File: config.mk
export PLATFORM = sky130hd
export DESIGN_NAME = snes_pad_reader
export DESIGN_NICKNAME = d
export VERILOG_FILES = /design/src/rtl/snes_pad_pkg.sv /design/src/rtl/snes_pad_sync.sv /design/src/rtl/snes_pad_reader.sv
export SDC_FILE = /design/constraint.sdc
export NUM_CORES = 1
export LEC_CHECK = 0
export ABC_CLOCK_PERIOD_IN_PS = 3900
export CAP_MARGIN = 20
export CORE_UTILIZATION = 30
export CTS_CLUSTER_DIAMETER = 120
export CTS_CLUSTER_SIZE = 16
export DETAILED_ROUTE_END_ITERATION = 16
export GPL_TIMING_DRIVEN = 0
export PLACE_DENSITY = 0.44
export REMOVE_ABC_BUFFERS = 1
export SETUP_SLACK_MARGIN = 0.3
export SLEW_MARGIN = 10
export SYNTH_ARGS = -nofsm -noshare
export SYNTH_HDL_FRONTEND = slang
export SYNTH_SLANG_ARGS = --single-unit
File: constraint.sdc
create_clock -name clk -period 3.9 [get_ports clk]
set_input_delay 0.78 -clock clk [delete_from_list [all_inputs] [get_ports clk]]
set_output_delay 0.78 -clock clk [all_outputs]
set_load 0.02 [all_outputs]
File: src/rtl/snes_pad_pkg.sv
// Shared types and constants for the SNES/NES gamepad poller.
// Used by snes_pad_reader and snes_pad_sync.
package snes_pad_pkg;

    localparam int unsigned PAD_BITS  = 16;
    localparam int unsigned PAD_IDX_W = 4;

    typedef enum logic [2:0] {
        IDLE,
        LATCH,
        LGAP,
        CLK_LO,
        CLK_HI,
        DONE
    } pad_state_t;

    // Bit positions in the active-low button word, matching the JOY1 shift order
    localparam int unsigned PAD_B      = 0;
    localparam int unsigned PAD_Y      = 1;
    localparam int unsigned PAD_SELECT = 2;
    localparam int unsigned PAD_START  = 3;
    localparam int unsigned PAD_UP     = 4;
    localparam int unsigned PAD_DOWN   = 5;
    localparam int unsigned PAD_LEFT   = 6;
    localparam int unsigned PAD_RIGHT  = 7;
    localparam int unsigned PAD_A      = 8;
    localparam int unsigned PAD_X      = 9;
    localparam int unsigned PAD_L      = 10;
    localparam int unsigned PAD_R      = 11;

    localparam logic [PAD_BITS-1:0] PAD_IDLE_WORD = 16'hFFFF;

endpackage

File: src/rtl/snes_pad_sync.sv
// Two-flop synchroniser for the asynchronous pad data line.
// Resets to 1 so an idle (pulled-up) line reads as "released".
module snes_pad_sync (
    input  logic clk,
    input  logic reset,
    input  logic d,
    output logic q
);

    logic meta;

    always_ff @(posedge clk or posedge reset) begin
        if (reset) begin
            meta <= 1'b1;
            q    <= 1'b1;
        end else begin
            meta <= d;
            q    <= meta;
        end
    end

endmodule

File: src/rtl/snes_pad_reader.sv
// Host-side SNES/NES gamepad poller: drives latch/clock, shifts in 16 bits.
// Optional SNES_PAD_DEBOUNCE_EN: publish only when two consecutive polls agree.
module snes_pad_reader
    import snes_pad_pkg::*;
#(
    parameter int unsigned C_HALF_DIV = 128,
    parameter int unsigned C_POLL_DIV = 357954
) (
    input  logic                clk,
    input  logic                reset,
    input  logic                poll_req,
    input  logic                pad_data,
    output logic                pad_latch,
    output logic                pad_clk,
    output logic [PAD_BITS-1:0] buttons_n,
    output logic                valid,
    output logic                busy
);

    localparam int unsigned CNT_W = $clog2(2 * C_HALF_DIV);
    localparam logic [CNT_W-1:0] LATCH_LOAD = CNT_W'(2 * C_HALF_DIV - 1);
    localparam logic [CNT_W-1:0] HALF_LOAD  = CNT_W'(C_HALF_DIV - 1);
    localparam logic [PAD_IDX_W-1:0] LAST_IDX = PAD_IDX_W'(PAD_BITS - 1);

    pad_state_t            state, state_nxt;
    logic [CNT_W-1:0]      phase_cnt, phase_nxt;
    logic [PAD_IDX_W-1:0]  bit_idx, bit_idx_nxt;
    logic [PAD_BITS-1:0]   shift, shift_nxt;
    logic                  pending, pending_nxt;
    logic                  pad_data_s;
    logic                  poll_tick;
    logic                  start;
    logic                  phase_done;
    logic                  enter_done;
    logic                  accept;

    snes_pad_sync u_sync (
        .clk   (clk),
        .reset (reset),
        .d     (pad_data),
        .q     (pad_data_s)
    );

    // Free-running auto-poll timer; keeps counting while a poll is in flight
    generate
        if (C_POLL_DIV == 0) begin : g_no_timer
            assign poll_tick = 1'b0;
        end else begin : g_timer
            localparam int unsigned TW = (C_POLL_DIV > 1) ? $clog2(C_POLL_DIV) : 1;
            localparam logic [TW-1:0] TIMER_LAST = TW'(C_POLL_DIV - 1);
            logic [TW-1:0] poll_cnt;

            always_ff @(posedge clk or posedge reset) begin
                if (reset) begin
                    poll_cnt <= '0;
                end else if (poll_cnt == TIMER_LAST) begin
                    poll_cnt <= '0;
                end else begin
                    poll_cnt <= poll_cnt + TW'(1);
                end
            end

            assign poll_tick = (poll_cnt == TIMER_LAST);
        end
    endgenerate

    assign start      = poll_req | poll_tick | pending;
    assign phase_done = (phase_cnt == '0);

    always_ff @(posedge clk or posedge reset) begin
        if (reset) begin
            state     <= IDLE;
            phase_cnt <= '0;
            bit_idx   <= '0;
            shift     <= PAD_IDLE_WORD;
            pending   <= 1'b0;
        end else begin
            state     <= state_nxt;
            phase_cnt <= phase_nxt;
            bit_idx   <= bit_idx_nxt;
            shift     <= shift_nxt;
            pending   <= pending_nxt;
        end
    end

    always_comb begin
        state_nxt   = state;
        phase_nxt   = phase_cnt;
        bit_idx_nxt = bit_idx;
        shift_nxt   = shift;
        pending_nxt = pending;
        enter_done  = 1'b0;

        if (state != IDLE && (poll_req || poll_tick)) begin
            pending_nxt = 1'b1;
        end

        case (state)
            IDLE: begin
                if (start) begin
                    state_nxt   = LATCH;
                    phase_nxt   = LATCH_LOAD;
                    pending_nxt = 1'b0;
                end
            end
            LATCH: begin
                if (phase_done) begin
                    state_nxt = LGAP;
                    phase_nxt = HALF_LOAD;
                end else begin
                    phase_nxt = phase_cnt - CNT_W'(1);
                end
            end
            LGAP: begin
                // Latch released: the pad already presents bit 0
                if (phase_done) begin
                    shift_nxt[0] = pad_data_s;
                    bit_idx_nxt  = PAD_IDX_W'(1);
                    state_nxt    = CLK_LO;
                    phase_nxt    = HALF_LOAD;
                end else begin
                    phase_nxt = phase_cnt - CNT_W'(1);
                end
            end
            CLK_LO: begin
                if (phase_done) begin
                    state_nxt = CLK_HI;
                    phase_nxt = HALF_LOAD;
                end else begin
                    phase_nxt = phase_cnt - CNT_W'(1);
                end
            end
            CLK_HI: begin
                // Sample late in the high phase so the synchroniser has settled
                if (phase_done) begin
                    shift_nxt[bit_idx] = pad_data_s;
                    if (bit_idx == LAST_IDX) begin
                        state_nxt  = DONE;
                        enter_done = 1'b1;
                    end else begin
                        bit_idx_nxt = bit_idx + PAD_IDX_W'(1);
                        state_nxt   = CLK_LO;
                        phase_nxt   = HALF_LOAD;
                    end
                end else begin
                    phase_nxt = phase_cnt - CNT_W'(1);
                end
            end
            DONE: begin
                state_nxt = IDLE;
            end
            default: begin
                state_nxt = IDLE;
            end
        endcase
    end

`ifdef SNES_PAD_DEBOUNCE_EN
    logic [PAD_BITS-1:0] prev;

    always_ff @(posedge clk or posedge reset) begin
        if (reset) begin
            prev <= PAD_IDLE_WORD;
        end else if (enter_done) begin
            prev <= shift_nxt;
        end
    end

    assign accept = enter_done && (shift_nxt == prev);
`else
    assign accept = enter_done;
`endif

    // Outputs are registered from the next state so they align with the state they belong to
    always_ff @(posedge clk or posedge reset) begin
        if (reset) begin
            pad_latch <= 1'b0;
            pad_clk   <= 1'b1;
            buttons_n <= PAD_IDLE_WORD;
            valid     <= 1'b0;
            busy      <= 1'b0;
        end else begin
            pad_latch <= (state_nxt == LATCH);
            pad_clk   <= (state_nxt != CLK_LO);
            busy      <= (state_nxt != IDLE);
            valid     <= accept;
            if (accept) begin
                buttons_n <= shift_nxt;
            end
        end
    end

endmodule

Word-level counts from Yosys, hierarchy flattened
Cells that the tools add are included.
{ "totals": {"regBits": 73, "in_bits": 4, "out_inout_bits": 20, "word_cells": 75} }
{ "classes": {"addsub": 3, "n_lt_le_gt_ge": 2, "n_eq_ne": 13, "mux": 30, "n_bitwise": 2, "n_reduce_logical": 12} }
{ "op_table": {"columns": ["op", "n"], "rows": [
  ["$mux 8", 4],
  ["$pmux 8 s3", 1],
  ["$add 19x1->19 const B", 1],
  ["$eq 19x19->1 const B", 1],
  ["$mux 19", 1],
  ["$mux 3", 6],
  ["$bwmux 16", 1],
  ["$mux 16", 1],
  ["$mux 15", 1],
  ["$pmux 3 s5", 1],
  ["$mux 4", 3],
  ["$reduce_bool 3->1", 3],
  ["$logic_not 8->1", 1],
  ["$mux 1", 8],
  ["$ne 2x2->1 const B", 4],
  ["$pmux 4 s2", 1],
  ["$sub 8x1->8 const B", 1],
  ["$eq 3x1->1 const B", 2],
  ["$eq 3x2->1 const B", 2],
  ["$lt 4x5->1 const B", 1],
  ["$add 4x1->4 const B", 1],
  ["$demux 1 s4", 1],
  ["$eq 4x4->1 const B", 1],
  ["$ge 4x1->1 const B", 1],
  ["12 further kinds", 14]
]} }

Longest topological paths before layout
{ "depth": {"word_depth": 7, "depth_mapped": 8, "mapped_depth_nobuf": 7} }

Cells and area by module
Synthesis repeated with hierarchy kept, for this count alone.
{ "unflattened": {"cells_unflattened": 321, "area_unflattened_um2": 3509.6} }
{ "by_module_without_submodules": {"columns": ["mod", "n_inst", "cells_each", "area_each_um2", "seq_area_each_um2"], "rows": [
  ["snes_pad_reader", 1, 318, 3453.3, 1791.7],
  ["snes_pad_sync", 1, 3, 56.3, 52.6]
]} }

Worst setup path before layout
Ideal clock, no wire load.
{ "synth_path": {"kind": "flip-flop to flip-flop", "startpoint": "reg phase_cnt[1]", "endpoint": "reg buttons_n[12]", "setup_ps": 82, "arrival_ps": 1867, "required_time_ps": 3818, "path_slack_ps": 1951, "path_stages_with_launch": 8, "path_buffers": 0, "synth_period_minus_slack_ps": 1949, "cell_sequence": "dfrtp_1 inv_1 ha_1 nor3b_2 nand2_4 nor3_1 mux2_2 mux2_2"} }
{ "synth_between": {"elab_chain_cells": 3, "elab_cells_between_ends": 5, "cone_classes": "4 x mux; 1 x reduce/logical"} }
{ "synth_lines": {"columns": ["item", "line_no", "text"], "rows": [
  ["from (decl)", "snes_pad_reader.sv:26", "logic [CNT_W-1:0] phase_cnt, phase_nxt;"],
  ["from (signal assigned)", "snes_pad_reader.sv:79", "phase_cnt <= phase_nxt;"],
  ["$logic_not 8->1", "snes_pad_reader.sv:68", "assign phase_done = (phase_cnt == '0);"],
  ["$mux 16", "snes_pad_reader.sv:135", "if (phase_done) begin"],
  ["$mux 15", "snes_pad_reader.sv:98", "case (state)"],
  ["named net shift_nxt[12]", "snes_pad_reader.sv:28", "logic [PAD_BITS-1:0] shift, shift_nxt;"],
  ["to (signal assigned)", "snes_pad_reader.sv:188", "buttons_n <= shift_nxt;"],
  ["to (decl)", "snes_pad_reader.sv:15", "output logic [PAD_BITS-1:0] buttons_n,"]
]} }
The timed path passes the listed nets, and every way through them passes these cells.
A chain may end at the register's enable or synchronous reset.

Worst setup path after layout
{ "layout_path": {"startpoint": "reg phase_cnt[1]", "endpoint": "reg shift[3]"} }
{ "layout_between": {"elab_chain_cells": 3} }
{ "layout_lines": {"columns": ["item", "line_no", "text"], "rows": [
  ["$logic_not 8->1", "snes_pad_reader.sv:68", null],
  ["$mux 16", "snes_pad_reader.sv:135", null],
  ["$mux 15", "snes_pad_reader.sv:98", null],
  ["named net shift_nxt[3]", "snes_pad_reader.sv:28", null],
  ["to (signal assigned)", "snes_pad_reader.sv:81", "shift <= shift_nxt;"],
  ["to (decl)", "snes_pad_reader.sv:28", null]
]} }
The timed path passes the listed nets, and every way through them passes these cells.

==> impl_results.md <==
- Max-Cap Viols: 0
- Port Buffers: 23
- CP Launch Type: flip-flop
- Worst path cell trace: inv_1 -> ha_1 -> nor3b_2 -> and2_1 -> nand2_1 -> nor2_1 -> mux2_2
- Via count: 2382
- Actual slew at the worst max-slew pin: 601 ps
- CP required: 4160 ps
- Slowest-stage cell, CP: and2_1
- Post-DR wirelength/cell: 14.2 um
- Clock slew seen by the registers of the worst setup and hold paths: 60 ps
- Logic pwr share: 1.4%
- Layout cells sized above 1: 22.1%
- Initial antenna violation count: 0
- First-pass GRT wire length: 11900 um
- RSZ-0062 raised after global routing: no
- Count leader, synth: nand2_1
- Int Pwr: 1.25 mW
- Commonest cells in the netlist: 42 x nand2_1, 38 x dfrtp_1, 34 x dfstp_2
- Peak VDD IR: 215 uV
- Final setup fails: 0
- Slew margin rel.: 59.6%
- CTS tree: built
- Antenna Nets Post-Route: 0
- Register bit total from synthesis: 72
- Root buffer cell: clkbuf_16
- FF-to-FF setup slack: 1560 ps
- Vias per cell: 4.79
- DIE HEIGHT: 109 um
- Seq/Total Area, Yosys: 53.3%
- Design Power: 1.57 mW
- Outcome: complete, no violations
- Reg-to-reg startpoint: phase_cnt[1]
- Worst Path Max Fanout: 7
- Num CTS Buffers: 9
- Post-CTS Setup Inserts: 0
- Hold_sp: u_sync.meta
- GPL Wtd Cong: 0.733
- Crit path launch: phase_cnt[1]
- Nets: 364
- CP max stage delay: 450 ps
- Leakage: 1.68 nW
- R2R depth: 7
- Pin count of the biggest net entering global routing: 42
- DRT iter0 DRCs: 113
- Power density cells: 381 nW/um2
- Post-synth EDFFs: 0
- Post-CTS Resized: 0
- Hold WC Path Type: flip-flop to flip-flop
- Critical R2R Capture: shift[3]
- Peak Freq: 0.428 GHz
- Sw frac: 20.5%
- Sink Count: 72
- Die Span X: 109 um
- Flop pwr share: 47.9%
- Area Growth Syn to Fin: 18.9%
- GRT overflow: 0
- Hold endpoint: u_sync.q
- Clock power share: 50.7%
- Mapped cell area: 3460 um2
- Mapped Cells: 327
- Synth async-reset ratio: 100%
- Vias in the first global route: 2352
- Hold depth: 0
- Top Ports: 24
- Yosys top cell area share: 27.5%
- Detailed-placement wirelength estimate: 4780 um
- Setup WS post-layout: 1560 ps
- Final WL: 7080 um
- Clock Skews: 6.25 ps
- Initial Utilization: 31.4%
- Syn_area_per_cell: 10.6 um2
- Crit Path Class: flip-flop to flip-flop
- CP endpoint kind: flip-flop
- Most used flip-flop cell after synthesis: dfrtp_1
- Count of cell types in the netlist: 58
- Final min period: 2340 ps
- Final Hold Fails: 0
- Number of diodes: 0
- Buf/Inv on CP: 1
- Synth top area cells: dfrtp_1 27%, dfstp_2 26%, nand2_1 4.6%, nor2_1 3.5%, xnor2_1 3.3%
- Synthesis warning total: 0
- TritonRoute pass-1 iters: 4
- Placeable Area: 11000 um2
- Drt drc: 0
- Final Cycle Share: 60.0%
- Buffer depth of the longest clock path: 2
- Net switching power: 0.321 mW
- H-tree levels: 3
- Setup WS pre-CTS: 1510 ps
- Largest area contributor in the netlist: dfrtp_1
- Hold-fix buffers, CTS: 0
- Worst path arrival time: 2600 ps
- FP Rows: 38
- Skew-Pair Late Insertion Delay: 330 ps
- Delay-heaviest family, CP: simple AND/OR/NAND/NOR gates
- Die area: 12000 um2
- Fin. max-slew vios: 0
- GRT Util Overall: 13.3%
power groups by stage:
stage          Combinational, mW  Clock (mW)  Sequential, mW
2_1_floorplan             0.0107           0           0.764
3_3_place_gp              0.0192           0           0.765
3_5_place_dp              0.0231           0           0.765
4_1_cts                   0.0233       0.828           0.753
5_1_grt                   0.0251       0.850           0.753
6_report                  0.0216       0.796           0.753
layout make-up:
type,count,area (um2)
Timing Repair Buffer,24,258
Clock inverter,4,45.0
Clock buffer,12,236
Sequential cell,72,1840
Inverter,10,40.0
Tap cell,140,175
Multi-Input combinational cell,235,1520
Fill cell,1136,6910
through the flow:
step | instances | hold slack (ps) | util (%) | TNS (ps) | instance area, um2
CTS | 497 | 362 | 37.3 | 0 | 4120
finish | 497 | 360 | 37.3 | 0 | 4120
global route | 497 | 363 | 37.3 | 0 | 4120
global placement | 480 | 350 | 34.5 | -3040 | 3810
detailed placement | 481 | 353 | 34.8 | 0 | 3840
floorplan | 317 | 345 | - | 0 | 3400
worst max path at each step:
| stage | cells after the start | slack (ps) | end |
|---|---|---|---|
| after global routing | 7 | 1320 | shift[3] |
| final | 7 | 1560 | shift[3] |
| after detailed placement | 7 | 1510 | shift[3] |
| after CTS | 7 | 1500 | shift[3] |
| after floorplan | 1 | 1350 | bit_idx[0] |
| after global placement | 2 | -80 | phase_cnt[0] |
worst register-to-register path: cells and delay by family, from the launching register on:
| kind | cells | cell delay (ps) |
|---|---|---|
| fa+ha+maj | 1 | 170 |
| simple gates | 4 | 1230 |
| mux | 1 | 340 |
| buf+inv | 1 | 120 |
| flops | 1 | 400 |
routing by layer:
metal	up-vias	GRT usage (%)	part of all wire (%)
li1	1202	-	-
met1	1138	17.4	49
met2	34	21.3	47
met3	8	3.56	3.5
met4	0	4.57	1.2
met5	-	0	0
flip-flops by register name, summed over array words and instances, names as in the netlist:
name	flops
pending	1
phase_cnt	8
pad_clk	1
u_sync.q	1
g_timer.poll_cnt	19
pad_latch	1
shift	15
u_sync.meta	1
bit_idx	4
valid	1
busy	1
buttons_n	16
state	3
cell families (layout without fill, tap and decap cells):
kind of cell	after synthesis	count (layout)	synth area share (%)
AOI/OAI and AO/OA	63	63	11.5
xor gates and xnor gates	16	16	4.05
adders and majority gates	8	8	2.89
buffers and inverters	20	50	2.86
DFF	72	72	53.3
muxes	11	11	3.54
and+or+nand+nor	137	137	21.9
layout by cell type (no fill, tap or decap), types with 4 or more instances in the layout:
| master | netlist | layout |
|---|---|---|
| o21ai_0 | 18 | 18 |
| nor2_1 | 32 | 32 |
| dfstp_2 | 34 | 34 |
| nand3_1 | 13 | 13 |
| mux2_2 | 8 | 8 |
| dfrtp_1 | 38 | 38 |
| inv_1 | 10 | 9 |
| clkdlybuf4s50_1 | 0 | 23 |
| ha_1 | 8 | 8 |
| xnor2_1 | 13 | 13 |
| nand4_1 | 4 | 4 |
| a21oi_1 | 10 | 10 |
| o21ai_1 | 10 | 10 |
| nand2_1 | 42 | 42 |
| o21ai_2 | 6 | 6 |
| clkbuf_16 | 0 | 9 |
| nor3_1 | 13 | 13 |
No activity file was read; power rests on OpenSTA's default activity.
